**config.mk**
```make
export PLATFORM = sky130hd
export DESIGN_NAME = id_ex_elastic
export DESIGN_NICKNAME = d
export VERILOG_FILES = /design/src/rtl/id_ex_elastic.sv
export SDC_FILE = /design/constraint.sdc
export NUM_CORES = 1
export LEC_CHECK = 0
export BUFFER_PORTS_ARGS = -buffer_cell sky130_fd_sc_hd__buf_2
export CORE_MARGIN = 1.5
export CORE_UTILIZATION = 42
export CTS_CLUSTER_SIZE = 16
export DETAILED_ROUTE_END_ITERATION = 12
export HOLD_SLACK_MARGIN = 0.15
export PLACE_DENSITY = 0.72
export REMOVE_ABC_BUFFERS = 1
export SYNTH_ARGS = -nofsm -noshare
export SYNTH_HDL_FRONTEND = slang
export SYNTH_SLANG_ARGS = --single-unit
```
**constraint.sdc**
```tcl
create_clock -name clk -period 5.2 [get_ports clk]
set_input_delay 0.52 -clock clk [delete_from_list [all_inputs] [get_ports clk]]
set_output_delay 0.52 -clock clk [all_outputs]
set_load 0.02 [all_outputs]
```
**src/rtl/id_ex_elastic.sv**
```systemverilog
// ID/EX stage with valid/ready on both sides; one-cycle latency, full throughput.
// A two-entry skid buffer keeps in_ready a flop output, so out_ready never reaches decode combinationally.
module id_ex_elastic #(
   parameter int          DATA_W   = 32,
   parameter int          REG_W    = 4,
   parameter int          CTRL_W   = 12,
   parameter logic [31:0] PC_RESET = 32'hFFFFFFFF,
   parameter int          CNT_W    = 16
) (
   input  logic              clk,
   input  logic              reset_n,
   input  logic              flush,
   input  logic              stat_clr,
   input  logic              in_valid,
   output logic              in_ready,
   input  logic [CTRL_W-1:0] ctrl_in,
   input  logic [DATA_W-1:0] busa_in,
   input  logic [DATA_W-1:0] busb_in,
   input  logic [DATA_W-1:0] imm_in,
   input  logic [DATA_W-1:0] pc_in,
   input  logic [DATA_W-1:0] bta_in,
   input  logic [REG_W-1:0]  rd_in,
   output logic              out_valid,
   input  logic              out_ready,
   output logic [CTRL_W-1:0] ctrl_out,
   output logic [DATA_W-1:0] busa_out,
   output logic [DATA_W-1:0] busb_out,
   output logic [DATA_W-1:0] imm_out,
   output logic [DATA_W-1:0] pc_out,
   output logic [DATA_W-1:0] bta_out,
   output logic [REG_W-1:0]  rd_out,
   output logic [CNT_W-1:0]  stall_cnt
);

   localparam logic [DATA_W-1:0] PC_RST = DATA_W'(PC_RESET);

   typedef struct packed {
      logic [CTRL_W-1:0] ctrl;
      logic [DATA_W-1:0] busa;
      logic [DATA_W-1:0] busb;
      logic [DATA_W-1:0] imm;
      logic [DATA_W-1:0] pc;
      logic [DATA_W-1:0] bta;
      logic [REG_W-1:0]  rd;
   } beat_t;

   beat_t in_beat;
   beat_t m_q;
   beat_t s_q;
   logic  m_v;
   logic  s_v;
   logic  rdy_q;
   logic  accept;
   logic  consume;

   assign in_beat = {ctrl_in, busa_in, busb_in, imm_in, pc_in, bta_in, rd_in};
   assign accept  = in_valid && rdy_q;
   assign consume = m_v && out_ready;

   always_ff @(posedge clk or negedge reset_n) begin
      if (!reset_n) begin
         m_q    <= '0;
         m_q.pc <= PC_RST;
         s_q    <= '0;
         m_v    <= 1'b0;
         s_v    <= 1'b0;
         rdy_q  <= 1'b1;
      end else if (flush) begin
         // Only the valid flags, control and PC are scrubbed; data fields keep stale values.
         m_v      <= 1'b0;
         s_v      <= 1'b0;
         m_q.ctrl <= '0;
         m_q.pc   <= PC_RST;
         rdy_q    <= 1'b1;
      end else if (!m_v) begin
         if (accept) begin
            m_q <= in_beat;
            m_v <= 1'b1;
         end
      end else if (!s_v) begin
         if (accept && consume) begin
            m_q <= in_beat;
         end else if (consume) begin
            m_v <= 1'b0;
         end else if (accept) begin
            s_q   <= in_beat;
            s_v   <= 1'b1;
            rdy_q <= 1'b0;
         end
      end else if (consume) begin
         m_q   <= s_q;
         s_v   <= 1'b0;
         rdy_q <= 1'b1;
      end
   end

   always_ff @(posedge clk or negedge reset_n) begin
      if (!reset_n) begin
         stall_cnt <= '0;
      end else if (stat_clr) begin
         stall_cnt <= '0;
      end else if (m_v && !out_ready && stall_cnt != {CNT_W{1'b1}}) begin
         stall_cnt <= stall_cnt + 1'b1;
      end
   end

   // Control is masked in bubbles so no stale RegWrite/MemWrite reaches execute.
   assign in_ready  = rdy_q;
   assign out_valid = m_v;
   assign ctrl_out  = m_v ? m_q.ctrl : '0;
   assign busa_out  = m_q.busa;
   assign busb_out  = m_q.busb;
   assign imm_out   = m_q.imm;
   assign pc_out    = m_q.pc;
   assign bta_out   = m_q.bta;
   assign rd_out    = m_q.rd;

endmodule

```
# == Yosys cells after proc, flatten, opt, wreduce, memory -nomap -nowiden ==
# Cells that the tools add are included.
# totals
mem_count,0
ff_bits,371
mem_bits_ro,0
mem_bits_rw,0
input_bits,182
out_inout_bits,194
latch_bits,0
# classes
order_cmp,0
addsub,1
div,0
bitwise,4
eq_ne,8
muxes,28
n_reduce_logical,15
shift,0
n_mul,0
# op_table
op,n
$mux W176,5
$mux W16,2
$mux W32,1
$mux W12,2
$mux W1,18
$add A16 B1 Y16 const B,1
$ne A16 B16 Y1 const B,1
$ne A3 B2 Y1 const B,2
$ne A3 B3 Y1 const B,2
$reduce_and A6 Y1,1
$reduce_bool A2 Y1,3
$reduce_bool A3 Y1,2
$logic_and A1 B1 Y1,5
$reduce_and A5 Y1,1
$ne A4 B2 Y1 const B,1
$ne A4 B3 Y1 const B,1
$not A1 Y1,4
$reduce_and A4 Y1,1
$ne A3 B1 Y1 const B,1
$reduce_and A3 Y1,1
$logic_not A1 Y1,1

# == Depth between registers and ports, before layout ==
# Gate-level depths: netlist (run 1).
# depth
depth_word,7
ltp_mapped,8

# == Worst setup path after synthesis (run 1) ==
# No wires, ideal clock.
# synth_timing
path_kind,register to register
start,"register rdy_q, in the netlist in_ready"
end,register s_q[100] (netlist name)
stages_incl_launch_ff,7
arrival_ps,1867
period_less_slack_ps,1992
slack_ps,3208
required_ps,5075
cell_sequence,dfstp_2 nand2_1 or4_1 buf_2 buf_6 buf_6 mux2_4
# synth_between
elab_chain_cells,4
# synth_rtl
element,line_no,source
start: declaration,52,logic rdy_q;
start signal: assignment,67,rdy_q <= 1'b1;
start signal: assignment,74,rdy_q <= 1'b1;
start signal: assignment,88,rdy_q <= 1'b0;
$logic_and A1 B1 Y1 (*),57,assign accept = in_valid && rdy_q;
$logic_and A1 B1 Y1,81,if (accept && consume) begin
$not A1 Y1 (no line),-,
$reduce_and A6 Y1 (no line) (*),-,
end signal: assignment,86,s_q <= in_beat;
end: declaration,49,beat_t s_q;
# Every way passes the cells marked *; elsewhere a longest branch is shown, timed or not.
# A chain may end at the register's enable or synchronous reset.

# == Worst setup path after layout (run 1) ==
# layout_timing
start,"register m_v, in the netlist out_valid"
end,register stall_cnt[11]
# layout_between
elab_chain_cells,3
# layout_rtl
element,line_no,source
start: declaration,50,logic m_v;
start signal: assignment,65,m_v <= 1'b0;
start signal: assignment,70,m_v <= 1'b0;
start signal: assignment,78,m_v <= 1'b1;
$logic_and A1 B1 Y1 (2 in a row),102,end else if (m_v && !out_ready && stall_cnt != {CNT_W{1'b1}}) begin
$reduce_bool A2 Y1 (no line),-,
end signal: assignment,103,stall_cnt <= stall_cnt + 1'b1;
end: declaration,32,output logic [CNT_W-1:0] stall_cnt
# Every way passes these cells.

==> summary.txt, run 1 <==
Flow run
  • Max-cap violations: 0

Yosys
  • Cell Area, Synth: 17600 µm²
  • Mean Syn Cell Area: 11.9 µm²
  • Netlist cell types: 43
  • Syn Inst Count: 1481
  • Yosys reg bits: 371
  • Top_reg_cell synth: dfrtp_1
  • Synth warn: 0
  • Number of synthesized flops with an enable pin: 0
  • Asr flop ratio synth: 100%
  • Post-synthesis sequential area ratio: 52.9%

Floorplan
  • Cell row count: 74
  • Initial Utilization: 42.9%
  • Core Area: 41100 µm²
  • Overall die width: 208 µm
  • Die Y: 208 µm
  • DIE AREA: 43200 µm²
  • Num ports: 376

Timing
  • Final Hold Vio Count: 0
  • Final WS setup: 2.47 ns
  • RSZ-0062 raised after global routing: no
  • Final Max Tran Viols: 0
  • Worst Hold Slack: 0.209 ns
  • Final setup vio count: 0
  • Worst slew margin: 28.7%
  • Min Tclk post-route: 2.73 ns
  • Slew @ Worst Pin: 1.07 ns
  • Fmax: 367 MHz
  • Clock skew: 0.0101 ns
  • Total negative slack: 0 ns
  • Fin crit share: 52.4%

Route
  • Drt first pass iters: 5
  • # DRC: 0
  • Total number of vias: 11498
  • Final WL: 40100 µm
  • Avg WL per Cell: 18.0 µm
  • Vias/cell: 5.17
  • Antenna-violating nets left: 0
  • DRT iter0 DRCs: 649

Clock tree
  • Hold_buf cts: 1
  • CTS buffer count: 42
  • Clk sinks: 371
  • Clock latency on the worst-skew pair: 0.55 ns
  • H-tree depth: 2
  • Clock transition at path regs: 0.06 ns
  • Cts repair resizes: 0
  • Setup Fix Bufs, Post-CTS: 0
  • CTS tree: done
  • CTS Root Cell: clkbuf_16
  • Clock Path Buffers: 3

Finish
  • Fin util: 48.8%
  • Final Cell Area: 20100 µm²
  • Final #Nets: 1843
  • Fillers: 3701
  • Fraction of layout cells with a size suffix above 1: 39.9%
  • Filler-free cell count of the finished design: 2224
  • Area grow syn2layout: 13.9%

Critical path
  • Crit-path max FO: 21
  • Crit path DAT: 3.16 ns
  • Worst flop-to-flop path startpoint: out_valid
  • Crit path from: out_valid
  • Element type at the critical path start: flip-flop
  • Worst path required time: 5.63 ns
  • Crit. End Element: flip-flop
  • Crit path kind: reg2reg

Placement
  • Final HPWL DP: 25700 µm
  • DP Area: 18600 µm²
  • Dpl cells: 2147
  • Port bufs: 375
  • DP Worst Slack: 2.49 ns
  • Final GP Congestion: 0.867

Pwr
  • Leakage: 9.82 nW
  • Pwr Density: 451 nW/µm²
  • VDD IR max: 0.360 mV
  • Power consumption: 9.05 mW

Global route
  • GRT Util Overall: 18.6%
  • Grt ovf: 0
  • Largest net degree at the start of global routing: 145
  • Number of global-route vias before repair: 12206
  • Initial antenna violation count: 5
  • First-pass GRT wire length: 65400 µm

Status
  • Outcome: finished clean

Worst hold path
  • Worst Hold Launch: busb_in[9]
  • Hold Crit Class: in2reg
-- worst max-delay path, cell delays in order, from the launching register on --
cell	delay, ns
dfrtp_1	0.76
nor2b_1	0.62
nand4_2	0.30
a2111oi_0	0.53
mux2_2	0.40
-- state kept, by name, summed over array words and instances, names as in the netlist --
register and cells:
s_q 176, stall_cnt 16, busa_out 32, rd_out 4
busb_out 32, bta_out 32, s_v 1, out_valid 1
imm_out 32, m_q 12, pc_out 32, in_ready 1
-- layout by cell type, fill, tap and decap left out, types with 6 or more instances in the layout --
cell type and instances:
dfstp_2 33, a21oi_1 12, mux2_4 140, buf_2 374, mux2_2 40, dfrtp_1 338
nand2_1 195, clkbuf_1 8, o21ai_0 138, buf_12 7, clkbuf_8 12, and2_1 13
nor2_1 83, nand4_1 6, clkbuf_16 43, mux2i_1 133, a311oi_1 12, buf_4 6
o311ai_0 33
-- metal layers --
| layer | wire (µm) | vias to the layer above | GRT usage, % | share of wire (%) |
|---|---|---|---|---|
| met1 | 17100 | 5715 | 23.5 | 43 |
| met4 | 1080 | 6 | 6.95 | 2.7 |
| met2 | 18600 | 399 | 29.4 | 46 |
| met5 | 43 | - | 0 | 0.11 |
| met3 | 3300 | 86 | 6.16 | 8.2 |
| li1 | - | 5292 | - | - |
-- synth_stat cells (all sizes together), types with 2 or more instances --
| cell type | n | area [µm²] |
|---|---|---|
| a211oi | 3 | 22.5 |
| or4 | 4 | 30.0 |
| a311oi | 12 | 105 |
| mux2i | 133 | 1330 |
| o21ai | 139 | 696 |
| and2 | 14 | 87.6 |
| dfrtp | 338 | 8460 |
| nor4 | 2 | 27.5 |
| inv | 4 | 15.0 |
| nor3 | 3 | 15.0 |
| nand4 | 7 | 50.1 |
| clkbuf | 41 | 154 |
| o31ai | 2 | 15.0 |
| nand2 | 196 | 736 |
| nor2 | 83 | 312 |
| mux2 | 180 | 2550 |
| and3 | 2 | 12.5 |
| a21oi | 12 | 60.1 |
| nand3 | 4 | 20.0 |
| o41ai | 2 | 17.5 |
| nor2b | 5 | 31.3 |
| dfstp | 33 | 867 |
| or3 | 5 | 31.3 |
| o311ai | 33 | 289 |
| buf | 213 | 1580 |
-- cell type report --
class	count	area [µm²]	share of cell area, %
Inverter	4	15.0	0.0748
Clock inverter	11	140	0.698
Tap cell	532	666	3.32
Sequential cell	371	9330	46.5
Multi-Input combinational cell	852	6560	32.7
Clock buffer	63	1270	6.33
Timing Repair Buffer	389	2080	10.4
Antenna cell	2	5.00	0.0249
-- final timing paths --
kind | to | slack [ns] | cells past startpoint
max in group asynchronous | s_q[136] | 3.36 | 3
setup / recovery | stall_cnt[11] | 2.47 | 4
min in group asynchronous | s_q[174] | 0.60 | 2
setup reg to reg | stall_cnt[11] | 2.47 | 4
hold / removal | s_q[109] | 0.21 | 2
hold reg to reg | busa_out[8] | 0.47 | 2
-- kinds of logic (layout without fill, tap and decap cells) --
logic type               count (synthesis)  in the layout  synth area share [%]
flip-flops                             371            371                  52.9
AND/OR/NAND/NOR                        328            328                  7.85
multiplexers                           313            313                  22.0
buffers and inverters                  258            467                  9.92
AO/OA/AOI/OAI                          209            209                  7.13
adder cells (fa/ha/maj)                  1              1                0.0710
XOR/XNOR                                 1              1                0.0497
other                                    0              2                     0
-- power by group --
part           switching [mW]  leakage, nW  internal [mW]
logic                   0.992         4.53          0.959
registers               0.423         4.59           3.66
clock network            1.18        0.697           1.83
total                    2.60         9.82           6.45
(Power assumes the default switching activity.)
==> inputs of run 2 (changes only) <==
--- a/config.mk
+++ b/config.mk
@@ -11,7 +11,7 @@
 export CTS_CLUSTER_SIZE = 16
 export DETAILED_ROUTE_END_ITERATION = 12
 export HOLD_SLACK_MARGIN = 0.15
-export PLACE_DENSITY = 0.72
+export PLACE_DENSITY = 0.75
 export REMOVE_ABC_BUFFERS = 1
 export SYNTH_ARGS = -nofsm -noshare
 export SYNTH_HDL_FRONTEND = slang
==> constraint.sdc (replaced) <==
create_clock -name clk -period 2.3 [get_ports clk]
set_input_delay 0.23 -clock clk [delete_from_list [all_inputs] [get_ports clk]]
set_output_delay 0.23 -clock clk [all_outputs]
set_load 0.02 [all_outputs]
==> summary.txt, run 2 (same netlist as run 1, synthesis figures left out) <==
Status
  • Outcome: finished clean (unchanged)

Global route
  • First-pass GRT wire length: 72000 µm (was 65400 µm)
  • Initial antenna violation count: 1 (was 5)
  • Largest net degree at the start of global routing: 99 (was 145)
  • Grt ovf: 0 (unchanged)
  • Number of global-route vias before repair: 13491 (was 12206)
  • GRT Util Overall: 20.6% (was 18.6%)

Pwr
  • Power consumption: 20.8 mW (was 9.05 mW)
  • VDD IR max: 0.696 mV (was 0.360 mV)
  • Leakage: 10.7 nW (was 9.82 nW)
  • Pwr Density: 941 nW/µm² (was 451 nW/µm²)

Critical path
  • Worst flop-to-flop path startpoint: in_ready (was out_valid)
  • Crit path kind: reg2reg (unchanged)
  • Crit-path max FO: 98 (was 21)
  • Element type at the critical path start: flip-flop (unchanged)
  • Crit path DAT: 2.72 ns (was 3.16 ns)
  • Reg2Reg Setup Slack: 0.004 ns (was 2.47 ns)
  • Worst path required time: 2.73 ns (was 5.63 ns)
  • Reg-to-Reg End: s_q[9] (was stall_cnt[11])
  • Worst R2R Path Depth: 4 (unchanged)
  • Crit. End Element: flip-flop (unchanged)

Floorplan
  • Num ports: 376 (unchanged)
  • Cell row count: 74 (unchanged)
  • Initial Utilization: 42.9% (unchanged)
  • Overall die width: 208 µm (unchanged)
  • Core Area: 41100 µm² (unchanged)
  • DIE AREA: 43200 µm² (unchanged)
  • Die Y: 208 µm (unchanged)

Finish
  • Most frequent cells in the layout: buf_2 (374), dfrtp_1 (338), nand2_1 (196) (was buf_2 (374), dfrtp_1 (338), nand2_1 (195))
  • N_diodes: 0 (was 2)
  • Final #Nets: 2051 (was 1843)
  • Area grow syn2layout: 25.7% (was 13.9%)
  • Final Cell Area: 22100 µm² (was 20100 µm²)
  • Most common cell after layout, fill and taps aside: buf_2 (unchanged)
  • Number of flip-flops in the largest register: 176 (unchanged)
  • Top reg by flops: s_q (unchanged)
  • Fraction of layout cells with a size suffix above 1: 36.7% (was 39.9%)

Clock tree
  • H-tree depth: 2 (unchanged)
  • Hold_buf cts: 182 (was 1)
  • Cts repair resizes: 0 (unchanged)
  • Clock Path Buffers: 3 (unchanged)
  • CTS Root Cell: clkbuf_16 (unchanged)
  • CTS tree: done (unchanged)
  • Clock transition at path regs: 0.06 ns (about the same)
  • Clock latency on the worst-skew pair: 0.55 ns (about the same)
  • Setup Fix Bufs, Post-CTS: 0 (unchanged)
  • Clk sinks: 371 (unchanged)
  • CTS buffer count: 42 (unchanged)

Route
  • Total number of vias: 12564 (was 11498)
  • Avg WL per Cell: 18.5 µm (was 18.0 µm)
  • Antenna-violating nets left: 0 (unchanged)
  • Drt first pass iters: 5 (unchanged)
  • Vias/cell: 5.17 (about the same)
  • DRT iter0 DRCs: 794 (was 649)
  • Final WL: 45100 µm (was 40100 µm)
  • # DRC: 0 (unchanged)

Timing
  • Clock skew: 0.00839 ns (was 0.0101 ns)
  • Final setup vio count: 0 (unchanged)
  • Slew @ Worst Pin: 0.920 ns (was 1.07 ns)
  • RSZ-0062 raised after global routing: no (unchanged)
  • Min Tclk post-route: 2.30 ns (was 2.73 ns)
  • Fmax: 436 MHz (was 367 MHz)
  • Fin crit share: 99.8% (was 52.4%)
  • Final Hold Vio Count: 0 (unchanged)
  • Worst slew margin: 38.6% (was 28.7%)
  • Final WS setup: 0.00394 ns (was 2.47 ns)
  • Final Max Tran Viols: 0 (unchanged)

Worst hold path
  • Hold Crit Class: in2async (was in2reg)

Flow run
  • Max-cap violations: 0 (unchanged)

Placement
  • Port bufs: 375 (unchanged)
  • DP Worst Slack: 0.208 ns (was 2.49 ns)
  • DP Area: 18900 µm² (was 18600 µm²)
  • Final HPWL DP: 27600 µm (was 25700 µm)
  • Final GP Congestion: 0.821 (was 0.867)
## run 2: cell types whose count changed in the layout (fill, tap and decap cells not counted), sizes merged
cell	previous run	this run
buf	388	415
bufinv	3	2
clkbuf	63	67
clkinv	5	6
clkinvlp	1	0
diode	2	0
dlygate4sd3	1	182
inv	6	5
## run 2: worst max-delay path, cell delays in order, from the launching register on
cell	delay (ns)
dfstp_2	0.56
nand2_1	0.10
or4_4	0.54
buf_12	0.22
mux2_2	0.48
## run 2: cell type report
cell class	count	area [µm²]
fillers	3331	19000
clock inverters	9	106
well taps	532	666
flip-flops and latches	371	9330
clock buffers	67	1280
repair buffers	597	4200
inverters	4	15.0
multi-input cells	852	6560
## run 2: worst max-delay path by stage
| stage | startpoint | end | slack, ns | cells past startpoint |
|---|---|---|---|---|
| floorplan | out_valid | bta_out[0] | -14.72 | 4 |
| global placement | in_ready | s_q[149] | 0.22 | 4 |
| detailed placement | in_ready | s_q[139] | 0.21 | 4 |
| CTS | in_ready | s_q[68] | 0.21 | 4 |
| global route | in_ready | s_q[9] | 0.06 | 4 |
| finish | in_ready | s_q[9] | 0.004 | 4 |
## run 2: power by group
group          switching (mW)  total (mW)  internal, mW
Combinational            2.38        4.81          2.43
Clock                    2.71        6.74          4.03
Sequential               1.03        9.30          8.27
## run 2: layer usage
metal	up-vias	share of wire, %	GRT usage [%]
met5	-	0.029	0
met4	2	3.5	8.36
met3	120	6.9	5.37
met2	449	49	34.5
met1	6281	40	25.2
li1	5712	-	-
## run 2: per-stage QoR
| step | hold WS [ns] | utilization, % | setup TNS, ns | std cells |
|---|---|---|---|---|
| 2_1_floorplan | -0.0656 | - | -3080.94 | 1227 |
| 3_3_place_gp | 0.194 | 46.1 | 0 | 2174 |
| 3_5_place_dp | 0.196 | 46.1 | 0 | 2174 |
| 4_1_cts | 0.183 | 53.9 | 0 | 2432 |
| 5_1_grt | 0.220 | 53.9 | 0 | 2432 |
| 6_report | 0.205 | 53.9 | 0 | 2432 |
==> inputs of run 3 (changes only) <==
--- a/config.mk
+++ b/config.mk
@@ -11,7 +11,7 @@
 export CTS_CLUSTER_SIZE = 16
 export DETAILED_ROUTE_END_ITERATION = 12
 export HOLD_SLACK_MARGIN = 0.15
-export PLACE_DENSITY = 0.75
+export PLACE_DENSITY = 0.61
 export REMOVE_ABC_BUFFERS = 1
 export SYNTH_ARGS = -nofsm -noshare
 export SYNTH_HDL_FRONTEND = slang
==> constraint.sdc (replaced) <==
create_clock -name clk -period 2.2 [get_ports clk]
set_input_delay 0.22 -clock clk [delete_from_list [all_inputs] [get_ports clk]]
set_output_delay 0.22 -clock clk [all_outputs]
set_load 0.02 [all_outputs]
==> summary.txt, run 3 (same netlist as run 1, synthesis figures left out) <==
Route
  • Total number of vias: 12187 (was 12564)
  • Final WL: 42700 µm (was 45100 µm)
  • Drt first pass iters: 4 (was 5)
  • DRT iter0 DRCs: 713 (was 794)
  • Avg WL per Cell: 17.5 µm (was 18.5 µm)
  • Vias/cell: 5.00 (was 5.17)
  • Antenna-violating nets left: 0 (unchanged)
  • # DRC: 0 (unchanged)

Clock tree
  • Cts repair resizes: 0 (unchanged)
  • CTS Root Cell: clkbuf_16 (unchanged)
  • CTS tree: done (unchanged)
  • Clk sinks: 371 (unchanged)
  • Clock Path Buffers: 3 (unchanged)
  • Setup Fix Bufs, Post-CTS: 0 (unchanged)
  • Clock transition at path regs: 0.06 ns (about the same)
  • Clock latency on the worst-skew pair: 0.55 ns (about the same)
  • Hold_buf cts: 182 (unchanged)
  • H-tree depth: 2 (unchanged)
  • CTS buffer count: 42 (unchanged)

Global route
  • GR Util met1: 25.6% (was 25.2%)
  • GR met3 Demand/Resource: 5.61% (was 5.37%)
  • Grt ovf: 0 (unchanged)
  • Initial antenna violation count: 3 (was 1)
  • Largest net degree at the start of global routing: 84 (was 99)
  • Gr busiest metal: met2 (unchanged)
  • First-pass GRT wire length: 69700 µm (was 72000 µm)
  • Routing usage on met2: 32.6% (was 34.5%)
  • Number of global-route vias before repair: 13009 (was 13491)
  • GRT Util Overall: 19.9% (was 20.6%)

Floorplan
  • Overall die width: 208 µm (unchanged)
  • Cell row count: 74 (unchanged)
  • Core Area: 41100 µm² (unchanged)
  • Initial Utilization: 42.9% (unchanged)
  • Die Y: 208 µm (unchanged)
  • Num ports: 376 (unchanged)
  • DIE AREA: 43200 µm² (unchanged)

Finish
  • Register area: 9330 µm² (unchanged)
  • Fillers: 3510 (was 3331)
  • Number of flip-flops in the largest register: 176 (unchanged)
  • Most frequent cells in the layout: buf_2 (374), dfrtp_1 (338), nand2_1 (195) (was buf_2 (374), dfrtp_1 (338), nand2_1 (196))
  • Final #Nets: 2056 (was 2051)
  • Top reg by flops: s_q (unchanged)
  • Area occupied by multi-input gates: 6570 µm² (was 6560 µm²)
  • Area grow syn2layout: 26.5% (was 25.7%)
  • Filler-free cell count of the finished design: 2439 (was 2432)
  • Fraction of layout cells with a size suffix above 1: 37.3% (was 36.7%)
  • Most common cell after layout, fill and taps aside: buf_2 (unchanged)

Critical path
  • Element type at the critical path start: flip-flop (unchanged)
  • Crit. End Element: flip-flop (unchanged)
  • Worst path required time: 2.63 ns (was 2.73 ns)
  • Crit path DAT: 2.56 ns (was 2.72 ns)
  • Reg2Reg Setup Slack: 0.07 ns (was 0.004 ns)
  • Crit-path max FO: 83 (was 98)
  • Crit path kind: reg2reg (unchanged)

Placement
  • Port bufs: 375 (unchanged)
  • DP Worst Slack: 0.0795 ns (was 0.208 ns)
  • Final HPWL DP: 28000 µm (was 27600 µm)
  • Final GP Congestion: 0.839 (was 0.821)
  • Dpl cells: 2179 (was 2174)

Pwr
  • Leakage: 10.8 nW (was 10.7 nW)
  • Power consumption: 21.9 mW (was 20.8 mW)
  • VDD IR max: 0.717 mV (was 0.696 mV)
  • Pwr Density: 983 nW/µm² (was 941 nW/µm²)

Timing
  • Worst slew margin: 52.1% (was 38.6%)
  • Clock skew: 0.0129 ns (was 0.00839 ns)
  • Slew @ Worst Pin: 0.719 ns (was 0.920 ns)
  • Final setup vio count: 0 (unchanged)
  • Final Max Tran Viols: 0 (unchanged)
  • Worst Hold Slack: 0.219 ns (was 0.205 ns)
  • Min Tclk post-route: 2.13 ns (was 2.30 ns)
  • Final Hold Vio Count: 0 (unchanged)
  • Total negative slack: 0 ns (unchanged)
  • Fmax: 470 MHz (was 436 MHz)
  • RSZ-0062 raised after global routing: no (unchanged)
  • Fin crit share: 96.7% (was 99.8%)
  • Final WS setup: 0.0718 ns (was 0.00394 ns)

Status
  • Outcome: finished clean (unchanged)

Worst hold path
  • Hold Crit Class: in2async (unchanged)

Flow run
  • Max-cap violations: 0 (unchanged)
run 3: worst paths after layout:
path | from | to | cells after the start
worst max-delay path | in_ready | s_q[93] | 4
worst min-delay path | reset_n | m_q[165] | 2
worst max register to register | in_ready | s_q[93] | 4
worst min register to register | imm_out[10] | imm_out[10] | 2
max in group asynchronous | reset_n | pc_out[27] | 3
min in group clk | busa_in[16] | s_q[148] | 3
run 3: metrics by stage:
stage,util (%),instance area [µm²]
finish,54.2,22300
global placement,46.2,19000
global route,54.2,22300
floorplan,-,15900
CTS,54.2,22300
detailed placement,46.2,19000
run 3: routing by layer:
metal | wire [µm] | vias to the layer above
li1 | - | 5720
met4 | 1060 | 0
met5 | 0 | -
met1 | 18600 | 6052
met2 | 20100 | 335
met3 | 2950 | 80
run 3: power by group:
| group | total (mW) | switching [mW] | leakage (nW) | internal (mW) |
|---|---|---|---|---|
| Sequential | 9.66 | 1.02 | 4.59 | 8.64 |
| Clock | 7.32 | 2.82 | 0.720 | 4.50 |
| Combinational | 4.93 | 2.39 | 5.50 | 2.54 |
| Total | 21.9 | 6.23 | 10.8 | 15.7 |
run 3: layout make-up:
| type | count | area share (%) |
|---|---|---|
| flip-flops and latches | 371 | 41.8 |
| multi-input cells | 852 | 29.5 |
| repair buffers | 602 | 19.1 |
| clock buffers | 59 | 5.55 |
| well taps | 532 | 2.99 |
| clock inverters | 16 | 0.965 |
| inverters | 4 | 0.0674 |
| diodes | 3 | 0.0337 |
run 3: critical path, cell delays in order (launching register included):
cell	delay, ns
dfstp_2	0.55
nand2_1	0.10
or4_4	0.54
buf_12	0.25
mux2_4	0.41
